$ cat src/rtl/dev_tx_arbiter.sv
// Round-robin arbiter owning all pushes into the UART tx pipe; lockable multi-byte bursts.
// Grant one cycle after req, push the next cycle; at most one push per 2 cycles, holds in SEND while tx_full.
module dev_tx_arbiter #(
  parameter int N_REQ     = 2,
  parameter int DATA_W    = 8,
  parameter int MAX_BURST = 16,
  localparam int ID_W     = (N_REQ > 1) ? $clog2(N_REQ) : 1
) (
  input  logic                    clk,
  input  logic                    rst_n,
  input  logic [N_REQ-1:0]        req,
  input  logic [N_REQ-1:0]        lock,
  input  logic [N_REQ*DATA_W-1:0] req_data,
  output logic [N_REQ-1:0]        req_ack,
  output logic                    grant_valid,
  output logic [ID_W-1:0]         grant_id,
  input  logic                    tx_full,
  output logic                    tx_push_back,
  output logic [DATA_W-1:0]       tx_data_in
);

  localparam logic [7:0] BURST_LIMIT = 8'(MAX_BURST);

  typedef enum logic [1:0] {IDLE, SEND, GAP} state_t;

  state_t            state_q, state_d;
  logic [ID_W-1:0]   last_grant_q, last_grant_d;
  logic [7:0]        burst_q, burst_d;
  logic              grant_valid_d, push_d;
  logic [ID_W-1:0]   grant_id_d;
  logic [N_REQ-1:0]  ack_d;
  logic [DATA_W-1:0] data_d;

  logic [DATA_W-1:0] req_byte [N_REQ];
  logic              rr_found;
  logic [ID_W-1:0]   rr_id, rr_cand;
  int                rr_idx;

  always_comb begin
    for (int i = 0; i < N_REQ; i++) req_byte[i] = req_data[i*DATA_W +: DATA_W];
  end

  // First requesting index after the previous owner, wrapping modulo N_REQ.
  always_comb begin
    rr_found = 1'b0;
    rr_id    = '0;
    rr_idx   = 0;
    rr_cand  = '0;
    for (int off = 1; off <= N_REQ; off++) begin
      rr_idx  = (int'(last_grant_q) + off) % N_REQ;
      rr_cand = ID_W'(rr_idx);
      if (!rr_found && req[rr_cand]) begin
        rr_found = 1'b1;
        rr_id    = rr_cand;
      end
    end
  end

  always_comb begin
    state_d       = state_q;
    last_grant_d  = last_grant_q;
    burst_d       = burst_q;
    grant_valid_d = grant_valid;
    grant_id_d    = grant_id;
    data_d        = tx_data_in;
    push_d        = 1'b0;
    ack_d         = '0;
    case (state_q)
      IDLE: begin
        if (rr_found) begin
          grant_id_d    = rr_id;
          grant_valid_d = 1'b1;
          burst_d       = '0;
          state_d       = SEND;
        end
      end
      SEND: begin
        if (req[grant_id]) begin
          if (!tx_full) begin
            data_d          = req_byte[grant_id];
            push_d          = 1'b1;
            ack_d[grant_id] = 1'b1;
            if (burst_q < BURST_LIMIT) burst_d = burst_q + 8'd1;
            state_d         = GAP;
          end
        end else if (!lock[grant_id]) begin
          last_grant_d  = grant_id;
          grant_valid_d = 1'b0;
          state_d       = IDLE;
        end
      end
      GAP: begin
        // req is not looked at here: the requester is still reacting to the ack.
        if (lock[grant_id] && (burst_q < BURST_LIMIT)) begin
          state_d = SEND;
        end else begin
          last_grant_d  = grant_id;
          grant_valid_d = 1'b0;
          state_d       = IDLE;
        end
      end
      default: state_d = IDLE;
    endcase
  end

  always_ff @(posedge clk or negedge rst_n) begin
    if (!rst_n) begin
      state_q      <= IDLE;
      last_grant_q <= ID_W'(N_REQ - 1);
      burst_q      <= '0;
      grant_valid  <= 1'b0;
      grant_id     <= '0;
      tx_push_back <= 1'b0;
      req_ack      <= '0;
      tx_data_in   <= '0;
    end else begin
      state_q      <= state_d;
      last_grant_q <= last_grant_d;
      burst_q      <= burst_d;
      grant_valid  <= grant_valid_d;
      grant_id     <= grant_id_d;
      tx_push_back <= push_d;
      req_ack      <= ack_d;
      tx_data_in   <= data_d;
    end
  end

endmodule

$ cat config.mk
export PLATFORM = sky130hd
export DESIGN_NAME = dev_tx_arbiter
export DESIGN_NICKNAME = d
export VERILOG_FILES = /design/src/rtl/dev_tx_arbiter.sv
export SDC_FILE = /design/constraint.sdc
export NUM_CORES = 1
export LEC_CHECK = 0
export BUFFER_PORTS_ARGS = -buffer_cell sky130_fd_sc_hd__buf_2
export CAP_MARGIN = 15
export CORE_ASPECT_RATIO = 1.25
export CORE_UTILIZATION = 50
export CTS_CLUSTER_SIZE = 14
export DETAILED_ROUTE_END_ITERATION = 8
export PLACE_DENSITY = 0.77
export SYNTH_ARGS = -nofsm -noshare
export SYNTH_HDL_FRONTEND = slang
export SYNTH_SLANG_ARGS = --single-unit
$ cat constraint.sdc
create_clock -name clk -period 1.9 [get_ports clk]
set_input_delay 0.095 -clock clk [delete_from_list [all_inputs] [get_ports clk]]
set_output_delay 0.095 -clock clk [all_outputs]
set_load 0.02 [all_outputs]
==> results_dict.tcl, run 1 <==
set metrics [dict create \
    multi_input_area_sq_um 617 \
    powerDensity_mw_per_mm2 1490 \
    clock_path_buffers 2 \
    die_y_um 58.0 \
    ys_types 37 \
    coreArea_sq_mm 0.00228 \
    firstDrtPassIters 4 \
    drt-met1-wl_um 1010 \
    dr_total_vias 1017 \
    grt_pass1_vias 1048 \
    syn_nets 145 \
    cp_data_arrival_time_ps 2010 \
    grt_antenna_before_repair 0 \
    wire_per_inst_um 13.7 \
    drc 0 \
    max_freq_mhz 557 \
    setup_viol 0 \
    holdWs_ps 52.7 \
    syn_to_final_growth_pct 24.1 \
    final-hold-violation-count 0 \
    tns_ps 0 \
    finalMaxSlewViolations 0 \
    yosys_warnings 0 \
    ioPinCount 36 \
    post-route-util_pct 68.1 \
    cts_made_buffers 3 \
    ff_latch_area_sq_um 602 \
    cp.required_ps 2120 \
    postSynthCellCount 116 \
    rsz0062_at_grt "false" \
    nets 188 \
    via_per_inst 5.38 \
    yosys_register_bits 24 \
    slew_headroom_pct 64.7 \
    fillers 187 \
    drt_iter0_drc 10 \
    synth_area_sq_mm 0.00125 \
    cap_violations 0 \
    dpl_cell_area_sq_mm 0.00148 \
    wl_met2_um 1300 \
    gp_congestion 0.780 \
    io_buffers 35 \
    hold_path_class "input port to register" \
    seq_area_frac_synth_pct 48.0 \
    period_minus_slack_ps 1800 \
    routed.top_layer "met4" \
    cp-start-kind "register" \
    routed_wl_um 2590 \
    dieArea_sq_mm 0.00271 \
    grt_use_total_pct 21.9 \
    vdd_ir_drop_max_mv 1.02 \
    fp-row-count 19 \
    crit_fanout 7 \
    cts_root_buf "clkbuf_4" \
    drive_gt1_share_pct 34.8 \
    diodes 0 \
    end_kind "register" \
    fin_worst_skew_ps 13.0 \
    hpwl_um 2020 \
    die-width_um 46.8 \
    tritoncts "done" \
    htreeDepth 1 \
    tightest_slew_ps 529 \
    fin_area_sq_mm 0.00156 \
    clkTransAtPathRegs_ps 140 \
    fin_crit_sh_pct 94.5 \
    clock_latency_ps 330 \
    overflow 0 \
    wl_met3_um 119 \
    syn_area_per_cell_sq_um 10.8 \
    grt_pass1_wl_um 4150 \
    outcome "finished, final reports clean" \
    crit_type "register to register" \
    detail-route-antenna-nets 0 \
    start_util_pct 54.9 \
    leakage_nw 0.802 \
    clock-sinks 24 \
    grt_max_degree 25 \
]
==> critical path: stages (launching register included) <==
cell,delay [ps]
dfrtp_1,410
inv_1,100
ha_2,240
or3b_2,510
o21ai_2,100
mux2_1,340
==> per-stage QoR <==
| stage | std cells | power (W) | worst slack, ps |
|---|---|---|---|
| global placement | 183 | 0.00188 | 118 |
| global route | 189 | 0.00246 | 22.0 |
| finish | 189 | 0.00232 | 105 |
| CTS | 188 | 0.00230 | 28.2 |
| floorplan | 116 | 0.00161 | 164 |
| detailed placement | 183 | 0.00194 | 54.0 |
==> synthesized netlist by cell type <==
master / n / area, sq um
a211o_1: 1 / 8.76
a21oi_1: 10 / 50.1
a31oi_1: 1 / 6.26
a32o_1: 1 / 10.0
and2_1: 3 / 18.8
and3_1: 2 / 12.5
buf_2: 1 / 5.00
buf_6: 1 / 11.3
clkbuf_1: 1 / 3.75
dfrtp_1: 23 / 576
dfstp_2: 1 / 26.3
ha_1: 6 / 75.1
inv_1: 6 / 22.5
mux2_1: 2 / 22.5
mux2_2: 1 / 11.3
mux2_4: 2 / 30.0
mux2i_1: 10 / 100
nand2_1: 5 / 18.8
nand2b_1: 1 / 6.26
nand3_1: 7 / 35.0
nand3_2: 1 / 10.0
nand4_1: 1 / 6.26
nor2_1: 11 / 41.3
nor2_2: 1 / 6.26
nor2b_1: 1 / 6.26
nor3_1: 3 / 15.0
nor3b_1: 2 / 15.0
nor4_4: 1 / 21.3
o211a_1: 1 / 10.0
o21a_1: 1 / 7.51
o21ai_0: 2 / 10.0
o21ai_2: 1 / 8.76
o21ai_4: 1 / 16.3
o22ai_1: 1 / 6.26
or3_1: 1 / 6.26
or3b_2: 1 / 8.76
xnor2_1: 1 / 8.76
==> cell type report <==
cell class | count | area share (%)
Clock buffer | 3 | 1.45
Tap cell | 31 | 2.49
Inverter | 6 | 1.45
Clock inverter | 1 | 1.93
Timing Repair Buffer | 41 | 14.3
Sequential cell | 24 | 38.7
Multi-Input combinational cell | 83 | 39.7
==> cell usage in the layout (no fill, tap or decap), types with 2 or more instances in the layout <==
cell | synthesis | final
buf_2 | 1 | 35
dfrtp_1 | 23 | 23
nor2_1 | 11 | 11
mux2i_1 | 10 | 10
a21oi_1 | 10 | 10
nand3_1 | 7 | 7
inv_1 | 6 | 6
nand2_1 | 5 | 5
ha_1 | 6 | 5
buf_4 | 0 | 5
nor3_1 | 3 | 3
and2_1 | 3 | 3
clkbuf_4 | 0 | 3
and3_1 | 2 | 2
nor3b_1 | 2 | 2
mux2_4 | 2 | 2
o21ai_0 | 2 | 2
mux2_1 | 2 | 2
==> path summary, 6_finish.rpt <==
| kind | startpoint | endpoint | slack [ps] | depth (start not counted) |
|---|---|---|---|---|
| worst max-delay path | state_q[0] | state_q[1] | 100 | 5 |
| worst min-delay path | req_data[12] | tx_data_in[4] | 50 | 3 |
| worst max register to register | state_q[0] | state_q[1] | 100 | 5 |
| worst min register to register | grant_valid | grant_valid | 540 | 2 |
| max in group asynchronous | rst_n | last_grant_q | 1260 | 2 |
| min in group asynchronous | rst_n | req_ack[0] | 250 | 2 |
==> what timing repair did <==
item	CTS	global route
endpoints found under the hold margin	23	0
hold buffers	1	0
setup endpoints to repair	0	4
buffers inserted	0	1
resized for setup	0	2
==> kinds of logic after synthesis <==
family,count (synthesis),synth area share (%)
xor+xnor,1,0.699
fa+ha+maj,6,5.99
flops,24,48.0
buf+inv,9,3.39
simple gates,41,18.2
compound gates,20,10.7
mux,15,13.1
==> sequential cells by signal, indices dropped and copies added (netlist names) <==
register	count
burst_q	8
grant_id	1
grant_valid	1
last_grant_q	1
req_ack	2
state_q	2
tx_data_in	8
tx_push_back	1
==> routing by layer <==
layer,track usage [%],vias up
li1,-,491
met5,0,-
met4,16.3,0
met3,5.92,13
met1,22.1,475
met2,36.7,38
==> power by group <==
group          internal (W)  switching [W]
Clock              0.000214       0.000161
Combinational      0.000486       0.000622
Sequential         0.000695       0.000137
Total               0.00139       0.000921
Power figures use the tool's default switching activity.
==> inputs of run 2 (changes only) <==
Settings changed: ABC_AREA set to 1, CORE_UTILIZATION 50 to 47, PLACE_DENSITY 0.77 to 0.75, TNS_END_PERCENT set to 100.
Clock period 1.9 ns to 1.5 ns, I/O delays scaled along.
==> results_dict.tcl, run 2 <==
set metrics [dict create \
    outcome "finished, final reports clean" \
    dr_total_vias 1233 \
    cap_violations 0 \
    post-synth-top-count-cell "nand2_1" \
    max_freq_mhz 720 \
    cts_root_buf "clkbuf_4" \
    grt_pass1_vias 1240 \
    drt_iter0_drc 23 \
    die_y_um 63.4 \
    overflow 0 \
    fin_crit_sh_pct 92.6 \
    mostFrequentLayoutCell "nand2_1" \
    leakage_nw 1.00 \
    worstRegToRegCells 9 \
    powerDensity_mw_per_mm2 1980 \
    tightest_slew_ps 527 \
    synth.area.top_cells "dfrtp_1 41%, nand2_1 20%, ha_1 5.3%" \
    grt_antenna_before_repair 0 \
    io_buffers 35 \
    layout_common_cells "75 x nand2_1, 35 x buf_2, 22 x dfrtp_1" \
    grt_max_degree 25 \
    crit_fanout 7 \
    synth_top_area_cell "dfrtp_1" \
    fin_area_sq_mm 0.00178 \
    cp.required_ps 1770 \
    synthArstFlopShare_pct 100 \
    drive_gt1_share_pct 35.6 \
    routed_wl_um 2890 \
    clkTransAtPathRegs_ps 130 \
    ioPinCount 36 \
    reg.largest.list "burst_q x8, tx_data_in x8" \
    coreArea_sq_mm 0.00276 \
    seq_area_frac_synth_pct 42.5 \
    rsz0062_at_grt "false" \
    synth_area_sq_mm 0.00142 \
    synth_edf_count 0 \
    syn_nets 203 \
    crit_type "register to register" \
    synth.top_cells.by_count "76 x nand2_1, 23 x dfrtp_1, 12 x nand3_1" \
    postSynthCellCount 174 \
    htreeDepth 1 \
    yosys_warnings 0 \
    slew_headroom_pct 64.9 \
    cts_made_buffers 3 \
    hold_depth 5 \
    wire_per_inst_um 11.3 \
    finalMaxSlewViolations 0 \
    ys_types 27 \
    start_util_pct 51.4 \
    drc 0 \
    final-hold-violation-count 0 \
    tns_ps 0 \
    dpl_cell_area_sq_mm 0.00166 \
    grt_pass1_wl_um 5050 \
    fp-row-count 21 \
    vdd_ir_drop_max_mv 1.23 \
    clock_latency_ps 310 \
    grt_use_total_pct 20.9 \
    end_kind "register" \
    syn_to_final_growth_pct 25.4 \
    cp_data_arrival_time_ps 1650 \
    period_minus_slack_ps 1390 \
    fin_worst_skew_ps 8.64 \
    detail-route-antenna-nets 0 \
    cp-start-kind "register" \
    firstDrtPassIters 4 \
    nets 252 \
    setup_viol 0 \
    clock-sinks 24 \
    dieArea_sq_mm 0.00324 \
    hpwl_um 2240 \
    yosys.area.top_type_share_pct 40.6 \
    tritoncts "done" \
    via_per_inst 4.82 \
    yosys_register_bits 24 \
    gp_congestion 0.846 \
    hold_path_class "input port to register" \
    syn_area_per_cell_sq_um 8.15 \
    die-width_um 51.1 \
    diodes 0 \
    yosys_most_used_dff "dfrtp_1" \
    clock_path_buffers 2 \
]
==> run 2: cell count changes after synthesis, moves of 4 or more <==
cell | before | now
nand2_2 | 0 | 5
nor2_4 | 0 | 4
nand2_1 | 5 | 76
mux2i_1 | 10 | 0
nand2_4 | 0 | 4
a21oi_1 | 10 | 2
nand3_1 | 7 | 12
nor2_1 | 11 | 7
==> run 2: final cells by class <==
| class | count | area [sq um] |
|---|---|---|
| Sequential cell | 24 | 603 |
| Clock buffer | 3 | 22.5 |
| Fill cell | 245 | 981 |
| Tap cell | 34 | 42.5 |
| Multi-Input combinational cell | 135 | 757 |
| Inverter | 12 | 52.6 |
| Timing Repair Buffer | 47 | 270 |
| Clock inverter | 1 | 30.0 |
==> run 2: logic make-up (layout without fill, tap and decap cells) <==
| group | after synthesis | after routing | share of synthesized area, % |
|---|---|---|---|
| compound gates | 10 | 10 | 4.15 |
| xor+xnor | 2 | 2 | 1.24 |
| fa+ha+maj | 6 | 6 | 5.30 |
| buf+inv | 15 | 63 | 6.09 |
| flops | 24 | 24 | 42.5 |
| simple gates | 117 | 117 | 40.8 |
==> run 2: where the power goes <==
part / switching, W / internal, W
combinational: 0.00123 / 0.000816
sequential: 0.000145 / 0.000864
clock: 0.000188 / 0.000270
==> run 2: repair_timing <==
item / 4_1_cts / 5_1_grt
hold buffers: 2 / 0
endpoints found under the setup margin: 3 / 15
hold endpoints to repair: 24 / 0
pin swaps: 1 / 4
setup buffers: 1 / 1
gates resized for setup: 2 / 6
==> run 2: path summary, 6_finish.rpt <==
check	from	slack, ps	to
setup reg to reg	state_q[1]	110	burst_q[0]
hold reg to reg	last_grant_q	480	last_grant_q
min in group asynchronous	rst_n	250	tx_data_in[6]
max in group asynchronous	rst_n	860	state_q[0]
hold / removal	req_data[3]	30	tx_data_in[3]
setup / recovery	state_q[1]	110	burst_q[0]
==> run 2: metrics by stage <==
stage	total power, W	worst slack, ps	hold slack, ps	instances	util [%]
after floorplan	0.00240	102	-221	174	-
after global placement	0.00283	27.4	85.8	248	60.2
after detailed placement	0.00291	7.59	84.4	248	60.2
after CTS	0.00342	28.8	23.5	255	63.3
after global routing	0.00382	5.87	27.9	256	64.4
final	0.00351	111	31.6	256	64.4
==> run 2: critical path: stages, from the launching register on <==
cell     delay (ps)
dfrtp_1         410
inv_2           120
ha_4            180
inv_4            50
nand2_1          70
nand2_2          70
nor2_4          170
buf_4           150
nand3_1          60
nand2_1          70
==> run 2: layer usage <==
metal / track usage (%) / wire length [um] / vias up
li1: - / - / 640
met1: 25.6 / 1300 / 561
met2: 34.4 / 1450 / 26
met3: 2.66 / 67 / 6
met4: 12.2 / 74 / 0
met5: 0 / 0 / -
